===== src/rtl/wb_arbiter_2m.sv =====
// wb_arbiter_2m: two-master to one-slave Wishbone classic arbiter.
//
// Master 0 (CPU) and master 1 (DMA/debug loader) share one slave bus.
// Arbitration is round-robin. A grant is held for as long as the granted
// master keeps cyc high, so multi-beat and read-modify-write sequences
// see a locked bus.
//
// Handshake: a master requests the bus by raising mX_cyc_i. Once it is
// granted, its cyc/stb/we/adr/sel/dat pass combinationally to the slave.
// A beat completes on a clock edge where the slave's ack/err/rty is high.
// Each response is returned only to the granted master, and only while
// that master holds cyc and stb. Read data (dat_i) is broadcast to both
// masters and is meaningful only while the matching ack is high.
//
// Ports:
//   clk_i, rst_i              clock, synchronous active-high reset
//   mX_cyc_i/stb_i/we_i       master X request signals (X = 0, 1)
//   mX_adr_i/sel_i/dat_i      master X address, byte select and write data
//   mX_dat_o                  read data to master X
//   mX_ack_o/err_o/rty_o      responses to master X
//   cyc_o/stb_o/we_o          slave-side control
//   adr_o/sel_o/dat_o         slave address, byte select and write data
//   dat_i, ack_i/err_i/rty_i  slave read data and responses
//   grant_o                   one-hot current grant; 00 means IDLE
//
// Optional feature (macro WB_ARBITER_TIMEOUT_EN): a watchdog raises a
// one-cycle error to the granted master after TIMEOUT stalled cycles.
// When the macro is not defined, TIMEOUT is ignored.

module wb_arbiter_2m #(
  parameter int ADDR_WIDTH = 32,
  parameter int DATA_WIDTH = 32,
  parameter int TIMEOUT    = 255
) (
  input  logic                    clk_i,
  input  logic                    rst_i,
  input  logic                    m0_cyc_i,
  input  logic                    m0_stb_i,
  input  logic                    m0_we_i,
  input  logic [ADDR_WIDTH-1:0]   m0_adr_i,
  input  logic [DATA_WIDTH/8-1:0] m0_sel_i,
  input  logic [DATA_WIDTH-1:0]   m0_dat_i,
  output logic [DATA_WIDTH-1:0]   m0_dat_o,
  output logic                    m0_ack_o,
  output logic                    m0_err_o,
  output logic                    m0_rty_o,
  input  logic                    m1_cyc_i,
  input  logic                    m1_stb_i,
  input  logic                    m1_we_i,
  input  logic [ADDR_WIDTH-1:0]   m1_adr_i,
  input  logic [DATA_WIDTH/8-1:0] m1_sel_i,
  input  logic [DATA_WIDTH-1:0]   m1_dat_i,
  output logic [DATA_WIDTH-1:0]   m1_dat_o,
  output logic                    m1_ack_o,
  output logic                    m1_err_o,
  output logic                    m1_rty_o,
  output logic                    cyc_o,
  output logic                    stb_o,
  output logic                    we_o,
  output logic [ADDR_WIDTH-1:0]   adr_o,
  output logic [DATA_WIDTH/8-1:0] sel_o,
  output logic [DATA_WIDTH-1:0]   dat_o,
  input  logic [DATA_WIDTH-1:0]   dat_i,
  input  logic                    ack_i,
  input  logic                    err_i,
  input  logic                    rty_i,
  output logic [1:0]              grant_o
);

  typedef enum logic [1:0] {
    IDLE = 2'd0,
    GNT0 = 2'd1,
    GNT1 = 2'd2
  } state_t;

  state_t state_q, state_d;
  // last_q records which master held the bus most recently. Its reset
  // value of 1 lets master 0 win the first tie.
  logic   last_q, last_d;
  logic   gnt0, gnt1;
  logic   to_hit;

  always_ff @(posedge clk_i) begin
    if (rst_i) begin
      state_q <= IDLE;
      last_q  <= 1'b1;
    end else begin
      state_q <= state_d;
      last_q  <= last_d;
    end
  end

  // Release goes straight to the other master when it is already waiting,
  // so a handover costs no IDLE cycle.
  always_comb begin
    state_d = state_q;
    last_d  = last_q;
    case (state_q)
      IDLE: begin
        if (m0_cyc_i && m1_cyc_i) state_d = last_q ? GNT0 : GNT1;
        else if (m0_cyc_i)        state_d = GNT0;
        else if (m1_cyc_i)        state_d = GNT1;
      end
      GNT0: begin
        if (!m0_cyc_i) begin
          last_d  = 1'b0;
          state_d = m1_cyc_i ? GNT1 : IDLE;
        end
      end
      GNT1: begin
        if (!m1_cyc_i) begin
          last_d  = 1'b1;
          state_d = m0_cyc_i ? GNT0 : IDLE;
        end
      end
      default: state_d = IDLE;
    endcase
  end

  // Grants are also gated by rst_i, so the bus stays quiet for the whole
  // reset cycle, including the first edge, before state is known.
  assign gnt0 = (state_q == GNT0) && !rst_i;
  assign gnt1 = (state_q == GNT1) && !rst_i;

  always_comb begin
    cyc_o    = 1'b0;
    stb_o    = 1'b0;
    we_o     = 1'b0;
    adr_o    = '0;
    sel_o    = '0;
    dat_o    = '0;
    m0_ack_o = 1'b0;
    m0_err_o = 1'b0;
    m0_rty_o = 1'b0;
    m1_ack_o = 1'b0;
    m1_err_o = 1'b0;
    m1_rty_o = 1'b0;
    m0_dat_o = '0;
    m1_dat_o = '0;
    grant_o  = {gnt1, gnt0};
    if (gnt0) begin
      cyc_o    = m0_cyc_i;
      stb_o    = m0_stb_i;
      we_o     = m0_we_i;
      adr_o    = m0_adr_i;
      sel_o    = m0_sel_i;
      dat_o    = m0_dat_i;
      // Responses are gated by the master's own cyc/stb. A late ack after
      // the master abandons a beat is therefore dropped.
      m0_ack_o = ack_i & m0_cyc_i & m0_stb_i & ~to_hit;
      m0_err_o = (err_i | to_hit) & m0_cyc_i & m0_stb_i;
      m0_rty_o = rty_i & m0_cyc_i & m0_stb_i & ~to_hit;
    end else if (gnt1) begin
      cyc_o    = m1_cyc_i;
      stb_o    = m1_stb_i;
      we_o     = m1_we_i;
      adr_o    = m1_adr_i;
      sel_o    = m1_sel_i;
      dat_o    = m1_dat_i;
      m1_ack_o = ack_i & m1_cyc_i & m1_stb_i & ~to_hit;
      m1_err_o = (err_i | to_hit) & m1_cyc_i & m1_stb_i;
      m1_rty_o = rty_i & m1_cyc_i & m1_stb_i & ~to_hit;
    end
    if (gnt0 || gnt1) begin
      m0_dat_o = dat_i;
      m1_dat_o = dat_i;
    end
  end

`ifdef WB_ARBITER_TIMEOUT_EN
  localparam int CW = $clog2(TIMEOUT + 1);
  localparam logic [CW-1:0] TO_VAL = CW'(TIMEOUT);

  logic [CW-1:0] to_cnt_q;

  // The count restarts whenever the slave answers or the bus changes
  // owner. It holds while stb is low between beats.
  assign to_hit = (to_cnt_q == TO_VAL) && cyc_o && stb_o;

  always_ff @(posedge clk_i) begin
    if (rst_i || state_q == IDLE || state_d != state_q ||
        ack_i || err_i || rty_i || to_hit) begin
      to_cnt_q <= '0;
    end else if (cyc_o && stb_o) begin
      to_cnt_q <= to_cnt_q + CW'(1);
    end
  end
`else
  assign to_hit = 1'b0;
`endif

endmodule


===== config.mk =====
export PLATFORM = sky130hd
export DESIGN_NAME = wb_arbiter_2m
export DESIGN_NICKNAME = d
export VERILOG_FILES = /design/src/rtl/wb_arbiter_2m.sv
export SDC_FILE = /design/constraint.sdc
export NUM_CORES = 1
export LEC_CHECK = 0
export BUFFER_PORTS_ARGS = -buffer_cell sky130_fd_sc_hd__buf_2
export CAP_MARGIN = 20
export CORE_AREA = 2 2 126 128
export CTS_CLUSTER_SIZE = 10
export DETAILED_ROUTE_END_ITERATION = 6
export DIE_AREA = 0 0 128 130
export HOLD_SLACK_MARGIN = 0.1
export MAX_ROUTING_LAYER = met4
export PLACE_DENSITY = 0.4
export SLEW_MARGIN = 10
export SYNTH_ARGS = -nofsm -noshare
export SYNTH_HDL_FRONTEND = slang
export SYNTH_SLANG_ARGS = --single-unit

===== constraint.sdc =====
create_clock -name clk_i -period 3.4 [get_ports clk_i]
set_clock_uncertainty 0.05 [all_clocks]
set_input_delay 0.68 -clock clk_i [delete_from_list [all_inputs] [get_ports clk_i]]
set_output_delay 0.68 -clock clk_i [all_outputs]
set_load 0.05 [all_outputs]

==> flow_summary.ini, run 1 <==
[outcome]
status = completed

[cells_and_area]
area_growth_pct = 97.78
layout_commonest_cell = buf_2
nNetsFinal = 713
mostFrequentLayoutCells = buf_2, nor2_1, a22oi_1, and2_1, buf_4
finalNonFillerCells = 727
drive_gt1_frac = 0.6248

[placed_design]
routabilityCongestion = 0.7652
dp_hpwl_mm = 8.501
port_buffers = 321
pre_cts_ws_ps = 675.0
place_inst = 721

[floorplan]
ios = 322
die_area_sq_mm = 0.01664
row_count = 46
start_util = 0.1059
die_y_um = 130
core_area_sq_mm = 0.01542
die_w_um = 128

[routing]
wl_mm = 10.12
routed_via_density = 4.004
drtPass1Iterations = 4
wl_per_cell_um = 13.91
vias = 2911
drc_errors = 0
ant_nets = 0
drtIter0Drc = 138

[power]
ir_drop_v = 0.0001249
power.density_mw_per_mm2 = 241.6
p_leak_nw = 1.967

[synth]
syn_nets = 443
synth-seq-cells = 3
syn_avg_cell_area_sq_um = 6.190
synth_seq_area_share = 0.03675
synth_top_area_share = 0.3262
synthDistinctLibCells = 19
netlist_area_sq_mm = 0.001634
synth_area_leader_cell = a22oi_1
synthCells = 264
synth_top_cells_by_area = a22oi_1, nor2_1, buf_4
synth_warnings = 0

[sta]
fin_ws_ps = 531.6
finalSetupTns_ps = 0
setup_viol = 0
relSlewSlack = 0.6630
drv_slew = 0
final.min_clock_period_ps = 2868
max_freq_ghz = 0.3486
finalHoldViolCount = 0
whs_ps = 502.8
fin_crit_sh = 0.8436
rsz0062_at_grt = no
worstMarginPinSlew_ps = 505.6

[min_path]
min_path_type = reg -> reg

[worst_setup_path]
crit_path_max_fanout = 22
slowest_delay_ps = 460
worst_setup_path_start_kind = flip-flop
slowest_stage = dfxtp_1
path_class = reg -> out
cp_data_arrival_time_ps = 2140
crit_path_cell_trace = or2b_1 -> a21oi_4 -> buf_4 -> and2_1 -> buf_2
end_kind = output pin
path_buf_inv = 2
required_ps = 2670
cp_top_family = buffers and inverters

[grt]
grt_pass1_vias = 2549
grt_antenna_before_repair = 2
grt_max_degree = 73
grt_pass1_wl_mm = 13.70
grt-ovfl-total = 0
grt.total_usage = 0.1098

[clocking]
cts-hold-fix-buffers = 0
cts_resized = 0
numCtsBuffers = 3
h-tree-depth = 1
cts_tree = done
cts_buffer_depth = 2
clk_pin_slew_ps = 30
cts_root_buf = clkbuf_16
clock-sinks = 3
cts_setup_buffers = 0
clk_latency_ps = 220

[job]
cap_violations = 0
[final cells by class]
| cell class | count | area, sq um |
|---|---|---|
| fillers | 1774 | 12190 |
| repair buffers | 327 | 1664 |
| multi-input cells | 198 | 1180 |
| well taps | 192 | 240.2 |
| clock buffers | 4 | 78.83 |
| flip-flops and latches | 3 | 60.06 |
| diodes | 2 | 5.005 |
| inverters | 1 | 3.754 |
[through the flow]
step	instance area [sq um]	total power, W	utilization
2_1_floorplan	1634	0.0004278	-
3_3_place_gp	3148	0.0006046	0.2041
3_5_place_dp	3148	0.0005998	0.2041
4_1_cts	3227	0.0007902	0.2092
5_1_grt	3229	0.0008303	0.2094
6_report	3232	0.0007809	0.2095
[registers in the layout, summed over array words and instances, names as in the netlist]
| signal | count |
|---|---|
| last_q | 1 |
| state_q | 2 |
[routing by layer]
metal | track usage | wire length [um] | up-vias
li1 | - | - | 1437
met1 | 0.1118 | 3727 | 1267
met4 | 0.009050 | 27 | 0
met5 | - | 0 | -
met2 | 0.2215 | 5432 | 203
met3 | 0.02460 | 930 | 4
[cell usage after synthesis, drive strengths merged]
cell,n
and2,38
nand2b,1
a21oi,2
inv,1
or2b,1
and4b,2
a22oi,71
o21ai,1
o211ai,1
nor2,74
nor2b,3
clkbuf,7
dfxtp,3
buf,55
and3b,2
o22ai,2
[cells by family after synthesis]
group                  count (synthesis)  share of synthesized area
AND/OR/NAND/NOR                      121                     0.3584
AO/OA/AOI/OAI                         77                     0.3545
buffers and inverters                 63                     0.2504
flip-flops                             3                    0.03675
[worst paths after layout]
check / slack [ps] / end / startpoint / depth (start not counted)
max: 530 / m1_dat_o[29] / state_q[1] / 5
min: 500 / last_q / last_q / 2
max reg2reg: 2300 / last_q / state_q[1] / 2
min reg2reg: 500 / last_q / last_q / 2
[worst reg2reg max path: stages, from the launching register on]
cell and delay (ps):
dfxtp_1 460, or2b_1 330, o211ai_1 180
[report_power, final]
group	internal (W)	total, W	switching [W]
Sequential	0.0000374	0.0000410	0.00000361
Clock	0.000155	0.000186	0.0000315
Combinational	0.000170	0.000554	0.000384
No activity file was read; power rests on OpenSTA's default activity.
==> run 2: changes to the inputs <==
- CORE_AREA: 2 2 126 128 -> 2 2 124 126
- DIE_AREA: 0 0 128 130 -> 0 0 126 128
- PLACE_DENSITY: 0.4 -> 0.42
- clock period: 3.4 -> 2.4 ns (I/O delays scaled with it)
==> run 2 against run 1 <==
Against the previous run:
- via count is 0.24% lower
- hold slack worse by 2.8 ps
- sequential cell count is the same
- global-route usage is 0.18 points higher
- clock-buffer cell count unchanged
- critical path depth unchanged
- non-clock buffer count increased by 2
- final area up 3.0%
- first-iteration DRC count down 35%
==> flow_summary.ini, run 2 (synthesized netlist as in run 1, its figures left out) <==
[outcome]
status = completed

[floorplan]
die_area_sq_mm = 0.01613
start_util = 0.1099
row_count = 45
die_y_um = 128
core_area_sq_mm = 0.01486
die_w_um = 126
ios = 322

[job]
cap_violations = 0

[power]
pwr-share-clk = 0.232
seqPwrFrac = 0.051
power.total_w = 0.001122
power.density_mw_per_mm2 = 337.2
ir_drop_v = 0.0001634
sw_frac_of_total = 0.5265
p_leak_nw = 1.998
p_comb_frac = 0.717
net-switching-power_w = 0.0005908
p_int_w = 0.0005313

[clocking]
cts_buffer_depth = 2
cts-hold-fix-buffers = 0
h-tree-depth = 1
cts_root_buf = clkbuf_16
cts_tree = done
clk_latency_ps = 220
clock-sinks = 3
clk_pin_slew_ps = 30
cts_setup_buffers = 0
numCtsBuffers = 3

[worst_setup_path]
worst-r2r-setup-slack_ps = 1380
crit_path_cell_trace = or2b_1 -> a21oi_4 -> buf_12 -> and2_1 -> buf_2
worst_setup_path_start_kind = flip-flop
slowest_stage = dfxtp_1
end_kind = output pin
setup.worst_path.start = state_q[1]
crit_path_max_fanout = 32
r2r-start = state_q[1]
required_ps = 1870
r2r-end = last_q
reg2regPathDepth = 2
path_class = reg -> out
cp_data_arrival_time_ps = 1790
slowest_delay_ps = 400

[routing]
drtPass1Iterations = 4
vias = 2904
wl_per_cell_um = 13.81
drc_errors = 0
ant_nets = 0
drtIter0Drc = 90
wl_mm = 9.999
routed_via_density = 4.011

[placed_design]
place_inst = 719
port_buffers = 321
routabilityCongestion = 0.7572
dp_hpwl_mm = 8.340

[sta]
rsz0062_at_grt = no
relSlewSlack = 0.7967
worstMarginPinSlew_ps = 304.5
finalHoldViolCount = 0
drv_slew = 0
fin_crit_sh = 0.9658
max_freq_ghz = 0.4314
finalSetupTns_ps = 0
final.min_clock_period_ps = 2318
setup_viol = 0

[cells_and_area]
top_regs = state_q x2, last_q x1
layout_commonest_cell = buf_2
area_growth_pct = 103.7
drive_gt1_frac = 0.6280
largest-register = state_q
finalNonFillerCells = 724
largest_reg_flops = 2
mostFrequentLayoutCells = buf_2, nor2_1, a22oi_1, and2_1, buf_12
nNetsFinal = 715

[min_path]
min_path_type = reg -> reg
holdPathStages = 2
hold_end = last_q
hp-start = last_q

[grt]
grt-ovfl-total = 0
grt_pass1_wl_mm = 14.08
grt_pass1_vias = 2724
grt_max_degree = 61
grt_antenna_before_repair = 2
grt.total_usage = 0.1115
run 2: power by group through the flow:
stage | logic [W] | registers (W) | clock network [W]
finish | 0.000804 | 0.0000576 | 0.000260
global route | 0.000856 | 0.0000581 | 0.000271
CTS | 0.000813 | 0.0000574 | 0.000266
detailed placement | 0.000811 | 0.0000582 | 0
global placement | 0.000812 | 0.0000581 | 0
floorplan | 0.000549 | 0.0000567 | 0
run 2: critical path, delay by kind of cell, from the launching register on:
kind,cells,cell delay (ps)
AO/OA/AOI/OAI,1,190
buffers and inverters,2,470
flip-flops,1,400
AND/OR/NAND/NOR,2,500
run 2: per-stage QoR:
stage	area, sq um	setup WS, ps	hold WS (ps)	util
floorplan	1634	114.2	440.8	-
global placement	3236	229.4	500.5	0.2177
detailed placement	3236	210.0	490.0	0.2177
CTS	3317	5.674	500.5	0.2231
global route	3328	1.488	542.2	0.2239
finish	3328	81.97	500.1	0.2239
run 2: final cells by class:
class | count | area, sq um
Clock buffer | 4 | 78.83
Timing Repair Buffer | 329 | 1767
Multi-Input combinational cell | 198 | 1181
Sequential cell | 3 | 60.06
Antenna cell | 1 | 2.502
Inverter | 1 | 3.754
Tap cell | 188 | 235.2
Fill cell | 1693 | 11540
run 2: worst max path at each step:
stage | depth (start not counted) | slack [ps] | to
2_1_floorplan | 5 | 110 | m1_dat_o[10]
3_3_place_gp | 5 | 230 | m0_dat_o[31]
3_5_place_dp | 5 | 210 | m0_dat_o[31]
4_1_cts | 5 | 6 | m1_dat_o[31]
5_1_grt | 5 | 1 | m1_dat_o[5]
6_report | 5 | 80 | m1_dat_o[4]
run 2: repair_timing:
item / 4_1_cts / 5_1_grt
resized for setup: 1 / 5
endpoints found under the hold margin: 0 / 0
endpoints found under the setup margin: 1 / 4
run 2: routing by layer:
metal,global-route usage,up-vias,part of all wire,routed length (um)
li1,-,1438,-,-
met2,0.2211,194,0.53,5250
met1,0.1227,1268,0.38,3831
met3,0.01544,4,0.088,883
met5,-,-,0,0
met4,0.007757,0,0.0034,34
==> run 3: changes to the inputs <==
==> constraint.sdc (replaced) <==
create_clock -name clk_i -period 2.4 [get_ports clk_i]
set_clock_uncertainty 0.05 [all_clocks]
set_input_delay 0.72 -clock clk_i [delete_from_list [all_inputs] [get_ports clk_i]]
set_output_delay 0.72 -clock clk_i [all_outputs]
set_load 0.05 [all_outputs]
==> run 3 against run 2 <==
Against the previous run:
- the run now ends with setup timing left
- sequential power shrank 3%
- via count rose by 11%
- combinational power is 50% higher
- global-route usage increased by 1.8 points
- largest power group unchanged
- largest cell class unchanged
- utilization increased by 14 points
==> flow_summary.ini, run 3 (synthesized netlist as in run 1, its figures left out) <==
[floorplan]
die_y_um = 128
ios = 322
die_w_um = 126
row_count = 45
start_util = 0.1099
die_area_sq_mm = 0.01613
core_area_sq_mm = 0.01486

[clocking]
clk_pin_slew_ps = 30
clock-sinks = 3
clk_latency_ps = 220
cts_tree = done
cts_root_buf = clkbuf_16
numCtsBuffers = 3
cts-hold-fix-buffers = 0
cts_buffer_depth = 2
h-tree-depth = 1

[sta]
finalHoldViolCount = 0
max_freq_ghz = 0.4100
rsz0062_at_grt = yes
worstMarginPinSlew_ps = 397.2
drv_slew = 0
setup_viol = 14
relSlewSlack = 0.7352
fin_crit_sh = 1.016
final.min_clock_period_ps = 2439
whs_ps = 484.3
fin_ws_ps = -38.90

[cells_and_area]
diodes = 0
final_util = 0.3662
finalNonFillerCells = 767
area_growth_pct = 233.1
largest_reg_flops = 2
top_regs = state_q x2, last_q x1
drive_gt1_frac = 0.8446
largest-register = state_q
mostFrequentLayoutCells = buf_2, buf_6, a22oi_1, and2_4, nor2_2
layout_commonest_cell = buf_2
nNetsFinal = 759
final_cell_area_sq_mm = 0.005443

[placed_design]
routabilityCongestion = 0.7481
dp_hpwl_mm = 8.634
place_inst = 737
port_buffers = 321
place_area_sq_mm = 0.003874

[routing]
drtPass1Iterations = 4
drtIter0Drc = 141
wl_mm = 13.26
routed_via_density = 4.213
drc_errors = 0
vias = 3231
ant_nets = 0
wl_per_cell_um = 17.29

[worst_setup_path]
cp.depth = 7
path_buf_inv = 4
end_kind = output pin
slowest_delay_ps = 340
cp_top_family = buffers and inverters
required_ps = 1630
r2r-start = state_q[1]
crit_path_cell_trace = or2b_4 -> a21oi_4 -> buf_12 -> buf_12 -> and2_4 -> buf_6 -> buf_12
crit_path_max_fanout = 8
path_class = reg -> out
crit_path_end = m1_dat_o[27]
critPathMostFrequentCell = buf_12
slowest_stage = dfxtp_2
worst_setup_path_start_kind = flip-flop
r2r-end = last_q
reg2regPathDepth = 3
setup.worst_path.start = state_q[1]
worst-r2r-setup-slack_ps = 1360
cp_data_arrival_time_ps = 1670

[grt]
grt_pass1_wl_mm = 16.34
grt-ovfl-total = 0
grt_antenna_before_repair = 0
grt_pass1_vias = 3071
grt_max_degree = 49
grt.total_usage = 0.1297

[power]
ir_drop_v = 0.0001670
power.density_mw_per_mm2 = 281.7
p_leak_nw = 2.549

[outcome]
status = finished, violations left
violations = setup timing

[job]
cap_violations = 0

[min_path]
min_path_type = reg -> reg
[run 3: layout make-up]
type                            instances  area (sq um)
Tap cell                              188         235.2
Fill cell                            1491          9422
Multi-Input combinational cell        198          1567
Clock buffer                            4         78.83
Timing Repair Buffer                  373          3497
Inverter                                1         3.754
Sequential cell                         3         61.31
[run 3: worst min path at each step]
stage	slack (ps)	cells past startpoint	startpoint	endpoint
6_report	480	2	last_q	last_q
3_5_place_dp	480	2	last_q	last_q
3_3_place_gp	460	2	last_q	last_q
2_1_floorplan	440	2	last_q	last_q
4_1_cts	480	2	last_q	last_q
5_1_grt	530	2	last_q	last_q
[run 3: power breakdown]
part	switching (W)	total [W]	internal, W
combinational	0.000672	0.00121	0.000541
sequential	0.00000267	0.0000559	0.0000532
clock	0.0000457	0.000265	0.000219
[run 3: per-stage QoR]
stage | setup TNS [ps] | setup WS (ps) | total power, W
2_1_floorplan | -6904 | -157.8 | 0.0006725
3_3_place_gp | -186.5 | -46.43 | 0.0009750
3_5_place_dp | -810.7 | -65.95 | 0.0009817
4_1_cts | -2920 | -80.10 | 0.001402
5_1_grt | -3534 | -88.41 | 0.001600
6_report | -333.4 | -38.90 | 0.001533
[run 3: metal layers]
layer | vias to the layer above | global-route usage | routed length (um)
li1 | 1526 | - | -
met1 | 1510 | 0.1349 | 4597
met2 | 187 | 0.2574 | 7566
met3 | 8 | 0.02337 | 945
met4 | 0 | 0.02004 | 150
met5 | - | - | 0
[run 3: what timing repair did]
action | 4_1_cts | 5_1_grt
pin swaps | 9 | 31
buffers inserted | 6 | 8
endpoints found under the hold margin | 0 | 0
gates resized for setup | 213 | 108
gates cloned | 4 | 13
endpoints found under the setup margin | 117 | 139
[run 3: worst reg2reg max path, stage by stage (launching register included)]
cell	delay [ps]
dfxtp_2	340
or2b_4	290
buf_4	140
o211ai_1	140
